`src/rtl/dm_access_arbiter_pkg.sv`:
```
// Shared types and constants for the data-memory access arbiter.
package dm_arb_pkg;

    typedef enum logic [1:0] {
        ST_IDLE = 2'd0,
        ST_OWN0 = 2'd1,
        ST_OWN1 = 2'd2
    } arb_state_e;

    // Channel identifiers, also used as the encoding of the last-owner flag.
    localparam logic CH_SORT = 1'b0;
    localparam logic CH_SDU  = 1'b1;

    localparam int DEF_AW = 8;
    localparam int DEF_DW = 32;

endpackage

```
`src/rtl/dm_access_arbiter_if.sv`:
```
// Requester, memory and statistics signals of the data-memory arbiter.
interface dm_access_arbiter_if #(
    parameter int AW    = 8,
    parameter int DW    = 32,
    parameter int CNT_W = 16
);
    logic          req0, req1;
    logic          lock0, lock1;
    logic          we0, we1;
    logic [AW-1:0] addr0, addr1;
    logic [DW-1:0] wdata0, wdata1;
    logic          gnt0, gnt1;
    logic          rvalid0, rvalid1;
    logic [DW-1:0] rdata0, rdata1;
    logic [AW-1:0] mem_a;
    logic [DW-1:0] mem_d;
    logic          mem_we;
    logic [DW-1:0] mem_spo;
    logic          busy;
    logic          cnt_clr;
    logic [CNT_W-1:0] gcnt0, gcnt1;

    // Arbiter side.
    modport slave (
        input  req0, req1, lock0, lock1, we0, we1, addr0, addr1, wdata0, wdata1,
        input  mem_spo, cnt_clr,
        output gnt0, gnt1, rvalid0, rvalid1, rdata0, rdata1,
        output mem_a, mem_d, mem_we, busy, gcnt0, gcnt1
    );

    // Requester / memory / host side.
    modport master (
        output req0, req1, lock0, lock1, we0, we1, addr0, addr1, wdata0, wdata1,
        output mem_spo, cnt_clr,
        input  gnt0, gnt1, rvalid0, rvalid1, rdata0, rdata1,
        input  mem_a, mem_d, mem_we, busy, gcnt0, gcnt1
    );
endinterface

```
`src/rtl/dm_access_arbiter_satcnt.sv`:
```
// Saturating up-counter with synchronous clear taking priority over increment.
module dm_arb_satcnt #(
    parameter int CNT_W = 16
) (
    input  logic             clk,
    input  logic             rst,
    input  logic             clr_i,
    input  logic             inc_i,
    output logic [CNT_W-1:0] cnt_o
);
    logic [CNT_W-1:0] cnt_q, cnt_d;

    // Next count: clear wins, otherwise increment until all-ones.
    always_comb begin
        cnt_d = cnt_q;
        if (clr_i)
            cnt_d = '0;
        else if (inc_i && (cnt_q != '1))
            cnt_d = cnt_q + 1'b1;
    end

    // Count register.
    always_ff @(posedge clk or posedge rst) begin
        if (rst) cnt_q <= '0;
        else     cnt_q <= cnt_d;
    end

    assign cnt_o = cnt_q;
endmodule

```
`src/rtl/dm_access_arbiter.sv`:
```
// Two-channel req/gnt arbiter for a shared distributed RAM (async read, sync write):
// ch0 = sort engine, ch1 = SDU debug port. Supports locking for RMW swaps, a bounded
// hold time under contention, registered read data and saturating grant counters.
module dm_access_arbiter
    import dm_arb_pkg::*;
#(
    parameter int AW       = DEF_AW,
    parameter int DW       = DEF_DW,
    parameter int MAX_HOLD = 16,
    parameter int CNT_W    = 16
) (
    input  logic              clk,
    input  logic              rst,
    dm_access_arbiter_if.slave bus
);
    localparam int HW = $clog2(MAX_HOLD + 1);
    localparam logic [HW:0] MAX_HOLD_W = (HW + 1)'(MAX_HOLD);

    arb_state_e    state_q;
    logic          last_q;
    logic [HW-1:0] hold_q;

    logic          gnt0, gnt1;
    logic [AW-1:0] mem_a;
    logic [DW-1:0] mem_d;
    logic          mem_we;
    logic          own_req, own_lock, oth_req, own_gnt;
    logic [HW:0]   hold_sum;
    logic [HW-1:0] hold_sat;
    logic          rvalid0_q, rvalid1_q;
    logic [DW-1:0] rdata0_q, rdata1_q;

    // Grant and memory mux follow the current owner; idle drives a quiet bus.
    always_comb begin
        gnt0     = 1'b0;
        gnt1     = 1'b0;
        mem_a    = '0;
        mem_d    = '0;
        mem_we   = 1'b0;
        own_req  = 1'b0;
        own_lock = 1'b0;
        oth_req  = 1'b0;
        unique case (state_q)
            ST_OWN0: begin
                gnt0     = bus.req0;
                mem_a    = bus.addr0;
                mem_d    = bus.wdata0;
                mem_we   = bus.req0 & bus.we0;
                own_req  = bus.req0;
                own_lock = bus.lock0;
                oth_req  = bus.req1;
            end
            ST_OWN1: begin
                gnt1     = bus.req1;
                mem_a    = bus.addr1;
                mem_d    = bus.wdata1;
                mem_we   = bus.req1 & bus.we1;
                own_req  = bus.req1;
                own_lock = bus.lock1;
                oth_req  = bus.req0;
            end
            default: ;
        endcase
    end

    // Hold count including this cycle's grant; saturates so a long lock cannot wrap it.
    always_comb begin
        own_gnt  = gnt0 | gnt1;
        hold_sum = {1'b0, hold_q} + {{HW{1'b0}}, own_gnt};
        hold_sat = (hold_sum >= MAX_HOLD_W) ? MAX_HOLD_W[HW-1:0] : hold_sum[HW-1:0];
    end

    // Arbiter FSM: ownership, last-owner tie breaker and hold counter.
    always_ff @(posedge clk or posedge rst) begin
        if (rst) begin
            state_q <= ST_IDLE;
            last_q  <= CH_SDU;
            hold_q  <= '0;
        end else begin
            unique case (state_q)
                ST_IDLE: begin
                    if (bus.req0 && bus.req1)
                        state_q <= (last_q == CH_SDU) ? ST_OWN0 : ST_OWN1;
                    else if (bus.req0)
                        state_q <= ST_OWN0;
                    else if (bus.req1)
                        state_q <= ST_OWN1;
                end
                ST_OWN0, ST_OWN1: begin
                    if (own_lock) begin
                        hold_q <= hold_sat;
                    end else if (oth_req && (!own_req || (hold_sum >= MAX_HOLD_W))) begin
                        state_q <= (state_q == ST_OWN0) ? ST_OWN1 : ST_OWN0;
                        hold_q  <= '0;
                        last_q  <= (state_q == ST_OWN0) ? CH_SORT : CH_SDU;
                    end else if (!own_req) begin
                        state_q <= ST_IDLE;
                        hold_q  <= '0;
                        last_q  <= (state_q == ST_OWN0) ? CH_SORT : CH_SDU;
                    end else begin
                        hold_q <= hold_sat;
                    end
                end
                default: state_q <= ST_IDLE;
            endcase
        end
    end

    // Capture async RAM data on granted reads; rvalid pulses for one cycle after.
    always_ff @(posedge clk or posedge rst) begin
        if (rst) begin
            rvalid0_q <= 1'b0;
            rvalid1_q <= 1'b0;
            rdata0_q  <= '0;
            rdata1_q  <= '0;
        end else begin
            rvalid0_q <= gnt0 & ~bus.we0;
            rvalid1_q <= gnt1 & ~bus.we1;
            if (gnt0 && !bus.we0) rdata0_q <= bus.mem_spo;
            if (gnt1 && !bus.we1) rdata1_q <= bus.mem_spo;
        end
    end

    dm_arb_satcnt #(.CNT_W(CNT_W)) u_gcnt0 (
        .clk   (clk),
        .rst   (rst),
        .clr_i (bus.cnt_clr),
        .inc_i (gnt0),
        .cnt_o (bus.gcnt0)
    );

    dm_arb_satcnt #(.CNT_W(CNT_W)) u_gcnt1 (
        .clk   (clk),
        .rst   (rst),
        .clr_i (bus.cnt_clr),
        .inc_i (gnt1),
        .cnt_o (bus.gcnt1)
    );

    assign bus.gnt0    = gnt0;
    assign bus.gnt1    = gnt1;
    assign bus.mem_a   = mem_a;
    assign bus.mem_d   = mem_d;
    assign bus.mem_we  = mem_we;
    assign bus.rvalid0 = rvalid0_q;
    assign bus.rvalid1 = rvalid1_q;
    assign bus.rdata0  = rdata0_q;
    assign bus.rdata1  = rdata1_q;
    assign bus.busy    = (state_q != ST_IDLE);
endmodule
```
`src/flat_wrapper.sv`:
```
// flat-port wrapper written by rule: the top's interface ports become plain ports
module dm_access_arbiter_flat import dm_arb_pkg::*;
#(
    parameter int AW       = DEF_AW,
    parameter int DW       = DEF_DW,
    parameter int MAX_HOLD = 16,
    parameter int CNT_W    = 16
)
  (clk, rst, bus_req0, bus_req1, bus_lock0, bus_lock1, bus_we0, bus_we1, bus_addr0, bus_addr1, bus_wdata0, bus_wdata1, bus_mem_spo, bus_cnt_clr, bus_gnt0, bus_gnt1, bus_rvalid0, bus_rvalid1, bus_rdata0, bus_rdata1, bus_mem_a, bus_mem_d, bus_mem_we, bus_busy, bus_gcnt0, bus_gcnt1);
  dm_access_arbiter_if #(.AW(AW), .DW(DW), .CNT_W(CNT_W)) bus_i ();
  input  logic clk;
  input  logic rst;
  input wire logic [$bits(bus_i.req0)-1:0] bus_req0;
  input wire logic [$bits(bus_i.req1)-1:0] bus_req1;
  input wire logic [$bits(bus_i.lock0)-1:0] bus_lock0;
  input wire logic [$bits(bus_i.lock1)-1:0] bus_lock1;
  input wire logic [$bits(bus_i.we0)-1:0] bus_we0;
  input wire logic [$bits(bus_i.we1)-1:0] bus_we1;
  input wire logic [$bits(bus_i.addr0)-1:0] bus_addr0;
  input wire logic [$bits(bus_i.addr1)-1:0] bus_addr1;
  input wire logic [$bits(bus_i.wdata0)-1:0] bus_wdata0;
  input wire logic [$bits(bus_i.wdata1)-1:0] bus_wdata1;
  input wire logic [$bits(bus_i.mem_spo)-1:0] bus_mem_spo;
  input wire logic [$bits(bus_i.cnt_clr)-1:0] bus_cnt_clr;
  output wire logic [$bits(bus_i.gnt0)-1:0] bus_gnt0;
  output wire logic [$bits(bus_i.gnt1)-1:0] bus_gnt1;
  output wire logic [$bits(bus_i.rvalid0)-1:0] bus_rvalid0;
  output wire logic [$bits(bus_i.rvalid1)-1:0] bus_rvalid1;
  output wire logic [$bits(bus_i.rdata0)-1:0] bus_rdata0;
  output wire logic [$bits(bus_i.rdata1)-1:0] bus_rdata1;
  output wire logic [$bits(bus_i.mem_a)-1:0] bus_mem_a;
  output wire logic [$bits(bus_i.mem_d)-1:0] bus_mem_d;
  output wire logic [$bits(bus_i.mem_we)-1:0] bus_mem_we;
  output wire logic [$bits(bus_i.busy)-1:0] bus_busy;
  output wire logic [$bits(bus_i.gcnt0)-1:0] bus_gcnt0;
  output wire logic [$bits(bus_i.gcnt1)-1:0] bus_gcnt1;
  assign bus_i.req0 = bus_req0;
  assign bus_i.req1 = bus_req1;
  assign bus_i.lock0 = bus_lock0;
  assign bus_i.lock1 = bus_lock1;
  assign bus_i.we0 = bus_we0;
  assign bus_i.we1 = bus_we1;
  assign bus_i.addr0 = bus_addr0;
  assign bus_i.addr1 = bus_addr1;
  assign bus_i.wdata0 = bus_wdata0;
  assign bus_i.wdata1 = bus_wdata1;
  assign bus_i.mem_spo = bus_mem_spo;
  assign bus_i.cnt_clr = bus_cnt_clr;
  assign bus_gnt0 = bus_i.gnt0;
  assign bus_gnt1 = bus_i.gnt1;
  assign bus_rvalid0 = bus_i.rvalid0;
  assign bus_rvalid1 = bus_i.rvalid1;
  assign bus_rdata0 = bus_i.rdata0;
  assign bus_rdata1 = bus_i.rdata1;
  assign bus_mem_a = bus_i.mem_a;
  assign bus_mem_d = bus_i.mem_d;
  assign bus_mem_we = bus_i.mem_we;
  assign bus_busy = bus_i.busy;
  assign bus_gcnt0 = bus_i.gcnt0;
  assign bus_gcnt1 = bus_i.gcnt1;
  dm_access_arbiter #(.AW(AW), .DW(DW), .MAX_HOLD(MAX_HOLD), .CNT_W(CNT_W)) u_core (.clk(clk), .rst(rst), .bus(bus_i));
endmodule
```
`config.mk`:
```
export PLATFORM = sky130hd
export DESIGN_NAME = dm_access_arbiter_flat
export DESIGN_NICKNAME = d
export VERILOG_FILES = /design/src/rtl/dm_access_arbiter_pkg.sv /design/src/rtl/dm_access_arbiter_if.sv /design/src/rtl/dm_access_arbiter_satcnt.sv /design/src/rtl/dm_access_arbiter.sv /design/src/flat_wrapper.sv
export SDC_FILE = /design/constraint.sdc
export NUM_CORES = 1
export LEC_CHECK = 0
export CAP_MARGIN = 20
export CORE_ASPECT_RATIO = 2
export CORE_UTILIZATION = 40
export CTS_CLUSTER_SIZE = 28
export DETAILED_ROUTE_END_ITERATION = 12
export GPL_TIMING_DRIVEN = 0
export PLACE_DENSITY = 0.78
export REMOVE_ABC_BUFFERS = 1
export SLEW_MARGIN = 30
export SYNTH_ARGS = -nofsm -noshare
export SYNTH_HDL_FRONTEND = slang
export SYNTH_SLANG_ARGS = --single-unit
```
`constraint.sdc`:
```
create_clock -name clk -period 10.2 [get_ports clk]
set_input_delay 2.04 -clock clk [delete_from_list [all_inputs] [get_ports clk]]
set_output_delay 2.04 -clock clk [all_outputs]
set_load 0.01 [all_outputs]
```
# Word-level counts from Yosys, hierarchy flattened
# Index checks and enable logic that the tools add are counted.
classes:
  add_sub_neg: 3
  n_mul: 0
  n_div: 0
  order_cmp: 1
  eq_ne: 8
  shift: 0
  muxes: 28
  bitwise_logic: 8
  reduce_logical: 17
op_table:
  columns: ["cell", "count"]
  rows:
  - ["$mux 16", 4]
  - ["$pmux 32 s2", 1]
  - ["$add 16x1->16 const B", 2]
  - ["$ne 16x16->1 const B", 2]
  - ["$mux 5", 4]
  - ["$mux 2", 8]
  - ["$pmux 8 s2", 1]
  - ["$pmux 1 s2", 4]
  - ["$add 5x1->6", 1]
  - ["$ge 6x5->1 const B", 1]
  - ["$logic_and 1x1->1", 6]
  - ["$reduce_and 3->1", 2]
  - ["$reduce_bool 2->1", 3]
  - ["$mux 1", 5]
  - ["$and 1x1->1", 4]
  - ["$ne 2x2->1 const B", 2]
  - ["$ne 4x3->1 const B", 1]
  - ["$pmux 2 s2", 1]
  - ["$logic_not 1->1", 3]
  - ["$ne 3x3->1 const B", 1]
  - ["$not 1->1", 3]
  - ["$eq 2x1->1 const B", 1]
  - ["$eq 2x2->1 const B", 1]
  - ["$logic_not 2->1", 1]
  - ["other kinds (3)", 3]
totals:
  regBits: 106
  latchBits: 0
  ram_bits: 0
  mem_bits_ro: 0
  inputBits: 121
  out_inout_bits: 142
  wordCells: 74
  memories: 0

# Depth between registers and ports, before layout
# Gate-level depths: netlist (run 1).
depth:
  depth_word: 10
  mapped_depth: 13
  ltp_nobuf: 12

# By module
# A second synthesis (run 1) with hierarchy kept.
unflattened:
  hier_cells: 651
  area_unflattened_um2: 5514.0
modules_own_cells:
  columns: ["mod", "n_inst", "cells_each", "area_each_um2", "seq_area_each_um2"]
  rows:
  - ["dm_access_arbiter", 1, 449, 3649.8, 1853.0]
  - ["dm_arb_satcnt", 2, 101, 932.1, 400.4]

# Worst setup path before layout (run 1)
# Ideal clock, no wire load.
synth_path:
  path_type: "input-to-output"
  startpoint: "in bus_req1"
  endpoint: "out bus_mem_we"
  t_arrival_ps: 2633
  t_required_ps: 8160
  path_slack_ps: 5527
  stages: 5
  n_path_buf: 1
  cell_sequence: "nand2_4 > inv_2 > buf_2 > a22oi_1 > nor2_1"
synth_via:
  elab_chain_len: 2
synth_rtl:
  columns: ["item", "line", "text"]
  rows:
  - ["start: declaration", "flat_wrapper.sv:14", "input wire logic [$bits(bus_i.req1)-1:0] bus_req1;"]
  - ["$and 1x1->1", "dm_access_arbiter.sv:57", "mem_we = bus.req1 & bus.we1;"]
  - ["$pmux 1 s2", "dm_access_arbiter.sv:43", "unique case (state_q)"]
  - ["end: declaration", "flat_wrapper.sv:33", "output wire logic [$bits(bus_i.mem_we)-1:0] bus_mem_we;"]
# Every way passes these cells.

# Worst setup path after layout (run 1)
# Ends and elaborated chain as after synthesis.

==> impl_metrics.csv, run 1 <==
group,metric,value,unit
clock_tree,cts_setup_buffers,0,
placed_design,hpwlAfterDp,13270,um
layout,final_util,0.6355,
clock_tree,clock_path_buffers,2,
worst_setup_path,ff2ff_path_depth,12,
worst_setup_path,cp_max_fo,13,
synthesis,synth.distinct_cells,62,
layout,drive_gt1_frac,0.1173,
routing,wl,17500,um
worst_setup_path,path_buf_inv,3,
die,initial_core_util,0.4091,
routing,drc_errors,0,
die,ioPinCount,263,
global_route,grt_antenna_before_repair,0,
routing,vias,5414,
hold_path,hold_path.class,"reg2reg",
global_route,grt_pass1_vias,5615,
global_route,grt_pass1_wl,27610,um
clock_tree,cts_made_buffers,9,
global_route,gr-total-overflow,0,
clock_tree,insertion_delay,350,ps
worst_setup_path,rr_endpoint,"u_core.hold_q[3]$_DFFE_PP0P_",
pwr,worst_ir_drop_vdd,0.0001834,V
timing,finalHoldViolations,0,
timing,setup_violations,0,
synthesis,synth_top_cell_by_area,"dfrtp_1",
synthesis,yosysTopAreaCellShare,0.4649,
worst_setup_path,path_delay_family,"buffers and inverters",
worst_setup_path,crit_top_cell,"clkdlybuf4s50_1",
job,maxCapViolations,0,
worst_setup_path,worstPathArrival,3880,ps
pwr,total_power,1.959,mW
placed_design,portBuffers,262,
synthesis,synth_warnings,0,
worst_setup_path,worstSetupEndpointType,"output pin",
layout,final_common_cell,"clkdlybuf4s50_1",
global_route,grt_usage,0.2394,
die,die_y,170.1,um
layout,syn_to_final_growth,55.32,%
timing,fin_crit_sh,0.5805,
synthesis,synth_ff_type,"dfrtp_1",
timing,clock_skew,12.89,ps
status,outcome,"finished, final reports clean",
clock_tree,htree_levels,3,
timing,slew_headroom,0.4005,
die,die_w,86.05,um
timing,tightest_slew,892.5,ps
timing,slew_viol_final,0,
synthesis,synthCells,582,
worst_setup_path,critical-path-slowest-cell,"clkdlybuf4s50_1",
die,core_area,13810,um^2
routing,drt_iter0_markers,311,
worst_setup_path,rrSetupSlack,6520,ps
clock_tree,hold_buffers,0,
routing,drt_first_pass_iters,6,
synthesis,synth_edf_count,0,
synthesis,async_reset_ff_frac,1.000,
timing,grt_setup_unrepaired,"false",
layout,nets,951,
die,rows,61,
die,fp.dieArea,14640,um^2
worst_setup_path,critPathLaunch,"bus_req1",
synthesis,syn_avg_cell_area,9.711,um^2
synthesis,synth_seq_cells,106,
worst_setup_path,critPathKind,"in2out",
synthesis,seq_area_frac_synth,0.4696,
global_route,grt_max_degree,60,
timing,finalSetupTns,0,ps
worst_setup_path,r2r_start,"u_core.state_q[0]$_DFFE_PP0P_",
timing,max_freq,168.9,MHz
worst_setup_path,worstSetupEndpoint,"bus_mem_we",
clock_tree,postCtsResizedCells,0,
pwr,cellPowerDensity,223.1,nW/um^2
placed_design,gp_congestion,0.9160,
clock_tree,cts_tree,"done",
synthesis,syn_area,5652,um^2
synthesis,synth.area.top_cells,"dfrtp_1, mux2_2, nand2_1",
routing,drtAntennaViolNets,0,
layout,final_cell_mix,"clkdlybuf4s50_1, nand2_1, dfrtp_1, nor2_1, mux2_2",
routing,routedWlPerCell,17.19,um
worst_setup_path,critPathLaunchType,"input port",
clock_tree,cts_root_buf,"clkbuf_16",
clock_tree,path_clk_slew,70,ps
worst_setup_path,cpPeakStageDelay,590,ps
clock_tree,clock_sinks,106,
routing,vias_per_cell,5.318,
timing,min_period,5921,ps
worst_setup_path,critical_path_depth,6,
worst_setup_path,path_cells,"clkdlybuf4s50_1 > nand2_4 > inv_2 > a22oi_1 > nor2_1 > clkdlybuf4s50_1",
worst_setup_path,cp.required,8160,ps
pwr,p_leak,3.752,nW
==> sequential cells by signal (all words and copies together), names as in the netlist <==
register,count
u_core.bus.rvalid1,1
u_core.u_gcnt1.cnt_o,16
u_core.last_q,1
u_core.bus.rdata1,32
u_core.bus.rvalid0,1
u_core.state_q,2
u_core.hold_q,5
u_core.u_gcnt0.cnt_o,16
u_core.bus.rdata0,32
==> where the power goes <==
part	leakage, nW	internal [mW]	total [mW]	switching, mW
combinational	2.23	0.515	0.964	0.449
sequential	1.37	0.557	0.635	0.0784
clock	0.153	0.178	0.359	0.181
total	3.75	1.25	1.96	0.709
==> synthesized netlist by cell type, types with 8 or more instances <==
library cell,number
inv_1,15
nand2b_1,8
nor3_1,9
dfrtp_1,105
nor2b_1,18
nand3_1,8
nand2_1,109
a22oi_1,43
a21oi_1,10
clkbuf_1,23
ha_1,8
nor2_1,72
mux2_2,47
==> how the worst min path moves through the flow <==
stage	start	endpoint	slack, ps	cells past startpoint
floorplan	u_core.last_q$_DFFE_PP1P_	u_core.last_q$_DFFE_PP1P_	440	2
global placement	u_core.last_q$_DFFE_PP1P_	u_core.last_q$_DFFE_PP1P_	460	2
detailed placement	u_core.bus.rdata1[6]$_DFFE_PP0P_	u_core.bus.rdata1[6]$_DFFE_PP0P_	460	2
CTS	u_core.last_q$_DFFE_PP1P_	u_core.last_q$_DFFE_PP1P_	480	2
global route	u_core.last_q$_DFFE_PP1P_	u_core.last_q$_DFFE_PP1P_	490	2
finish	u_core.last_q$_DFFE_PP1P_	u_core.last_q$_DFFE_PP1P_	470	2
==> layout make-up <==
cell class                 count  area [um^2]
tap                          189        236.5
antenna                        2        5.005
clock inverter                 7        88.84
timing repair buffer         266         2720
fill                        1140         5036
clock buffer                   9        225.2
multi-input combinational    421         2775
inverter                      18        73.82
sequential                   106         2654
==> routing by layer <==
metal  global-route usage  part of all wire  wire length (um)  vias up
met5                    0                 0                 0        -
met4              0.09783             0.030               522        0
met3              0.06256             0.069              1215       43
met2               0.4306              0.53              9255      220
met1               0.2619              0.37              6501     2640
li1                     -                 -                 -     2511
==> metrics by stage <==
step	instance area [um^2]	instances	setup WS (ps)	hold slack, ps
floorplan	5487	545	5373	444.5
global placement	8346	996	3876	458.4
CTS	8773	1016	4277	476.6
finish	8778	1018	4279	474.3
detailed placement	8459	1000	4285	461.4
global route	8773	1016	4184	492.2
==> tightest hold or removal path: stages (launching register included) <==
cell and delay [ps]:
dfstp_2 370, inv_1 40, mux2i_1 60
==> cell families after synthesis <==
group                      Yosys count  share of synthesized area
muxes                               58                     0.1162
AOI/OAI and AO/OA                   90                     0.1189
DFF                                106                     0.4696
and+or+nand+nor                    265                     0.2364
buffers and inverters               55                    0.04118
adders and majority gates            8                    0.01771
Power figures use the tool's default switching activity.
==> inputs of run 2 (changes only) <==
==> constraint.sdc (replaced) <==
create_clock -name clk -period 5.6 [get_ports clk]
set_input_delay 1.12 -clock clk [delete_from_list [all_inputs] [get_ports clk]]
set_output_delay 1.12 -clock clk [all_outputs]
set_load 0.01 [all_outputs]
==> results of run 2 <==
Same layout as run 1 (identical final DEF). Status: finished, final reports clean.
Among the figures that moved: setup slack after placement 4285 ps -> 1525 ps; setup slack after layout 4279 ps -> 1519 ps; register-to-register setup slack 6520 ps -> 1920 ps; total power 1.959 mW -> 3.568 mW; worst IR drop on VDD 0.0001834 V -> 0.0003340 V
==> patch: new RTL, config.mk and constraints of run 2 <==
`DEF_DW`: 32 -> 36.
--- a/src/rtl/dm_access_arbiter_pkg.sv
+++ b/src/rtl/dm_access_arbiter_pkg.sv
@@ -14,3 +14,3 @@
     localparam int DEF_AW = 8;
-    localparam int DEF_DW = 32;
+    localparam int DEF_DW = 36;
 
Ports: changed (6 resized); port bits go from 263 to 287. The function was not compared with the original's and may differ.
==> patch against run 2 <==
  * Final cell count is 14% higher
  * Sequential cell count increased by 8
  * Power is 19% higher
  * Sequential power up 9%
  * Critical path depth grew 2
  * Die area grew 2.0%
  * Synthesized area up 2.1%
  * Wire length up 14%
  * Largest cell class is now non-clock buffers
  * Setup slack gained 0.022 ns
  * Design area rose by 7.8%
==> patch: results (changes against run 2) <==
| Metric | Value |
|---|---|
| Ant. Diodes | 0 (was 2) |
| Fraction of area in multi-input gates | 0.287 (was 0.316) |
| Pre-CTS setup slack | 1.62 ns (was 1.53 ns) |
| Post-synthesis sequential area ratio | 0.495 (was 0.470) |
| Count of different cell masters after synthesis | 45 (was 62) |
| Hold slack | 0.465 ns (was 0.474 ns) |
| Reg clk slew, reported paths | 0.06 ns |
| Outcome | finished, final reports clean (unchanged) |
| Vias per cell | 5.21 (was 5.32) |
| Clock Latency Late Sink | 0.42 ns (was 0.35 ns) |
| Skew final | 0.00846 ns (was 0.0129 ns) |
| Syn Inst Count | 686 (was 582) |
| Die area | 0.0149 mm2 (was 0.0146 mm2) |
| DP HPWL | 14400 um (was 13300 um) |
| Setup TNS | 0 ns (unchanged) |
| DRT iter0 DRCs | 333 (was 311) |
| CP max stage delay | 0.56 ns (was 0.59 ns) |
| Min Tclk post-route | 4.06 ns (was 4.08 ns) |
| Inverters | 16 (was 18) |
| Vias in the first global route | 5983 (was 5615) |
| Slew headroom | 0.521 (was 0.401) |
| Port bufs | 286 (was 262) |
| Layout cell share with drive strength beyond 1 | 0.0689 (was 0.117) |
| Num sequential | 114 (was 106) |
| VDD IR-drop max | 0.340 mV (was 0.334 mV) |
| Pin count of the biggest net entering global routing | 87 (was 60) |
| Final clock-cell share | 0.0581 (was 0.0358) |
| DR WL/cell | 17.1 um (was 17.2 um) |
| Detailed-route via count | 6058 (was 5414) |
| Layout non-clock buf frac | 0.321 (was 0.310) |
| RD Place Congestion | 0.831 (was 0.916) |
| Sequential cell area share | 0.302 (about the same) |
| Delay-heaviest family, CP | buffers and inverters (unchanged) |
| Mux cell area share after synthesis | 0.0360 (was 0.116) |
| Worst path arrival time | 2.94 ns (was 2.96 ns) |
| First-pass GRT wire length | 31100 um (was 27600 um) |
| Adder-Cell Fraction of Synth Area | 0.0174 (was 0.0177) |
| Dpl cell area | 0.00891 mm2 (was 0.00846 mm2) |
| Critical Path Fanout Max | 25 (was 13) |
| Multi-Input Combinational | 518 (was 421) |
| Largest cells by area after synthesis | dfrtp_1 49%, nand2_1 16%, a22oi_1 6.1% (was dfrtp_1 46%, mux2_2 9.4%, nand2_1 7.2%) |
| Gates resized, CTS repair | 0 (unchanged) |
| Tightest Hold Check Type | reg2reg (unchanged) |
| Slowest CP cell | ha_2 (was clkdlybuf4s50_1) |
| Htree depth | 4 (was 3) |
| Reg2reg setup slack | 1.96 ns (was 1.92 ns) |
| Placed Instances | 1130 (was 1000) |
| Area grow syn2layout | 64.0% (was 55.3%) |
| CLK BUF | 17 (was 9) |
| CTS max path bufs | 2 (unchanged) |
| Most frequent cells after synthesis | 240 x nand2_1, 113 x dfrtp_1, 72 x nor2_1 (was 109 x nand2_1, 105 x dfrtp_1, 72 x nor2_1) |
| Plain + repair buffers | 293 (was 266) |
| First-pass DRT Iterations | 5 (was 6) |
| Antenna violations before repair | 0 (unchanged) |
| Leak | 0.00415 uW (was 0.00375 uW) |
| Total global-route track usage | 0.274 (was 0.239) |
| Compound-cell area share of the yosys netlist | 0.133 (was 0.119) |
## patch: power breakdown
group	internal, uW	switching, uW	leakage, uW
clock network	576	431	0.000261
logic	1020	957	0.00241
registers	1100	157	0.00148
total	2700	1550	0.00415
## patch: worst paths after layout
check                                               from                                   to  cells after the start
min in group asynchronous                            rst    u_core.bus.rdata1[26]$_DFFE_PP0P_                      2
max in group asynchronous                            rst  u_core.u_gcnt0.cnt_o[8]$_DFFE_PP0P_                      3
min reg2reg                    u_core.last_q$_DFFE_PP1P_            u_core.last_q$_DFFE_PP1P_                      2
max reg2reg                u_core.state_q[0]$_DFFE_PP0P_         u_core.hold_q[3]$_DFFE_PP0P_                     13
min                            u_core.last_q$_DFFE_PP1P_            u_core.last_q$_DFFE_PP1P_                      2
max                        u_core.state_q[0]$_DFFE_PP0P_                           bus_mem_we                      8
## patch: routing by layer
layer	vias up	global-route usage	routed length, um
li1	2884	-	-
met1	2916	0.310	7580
met2	231	0.467	9960
met3	27	0.115	2020
met4	0	0.0768	308
met5	-	0	0
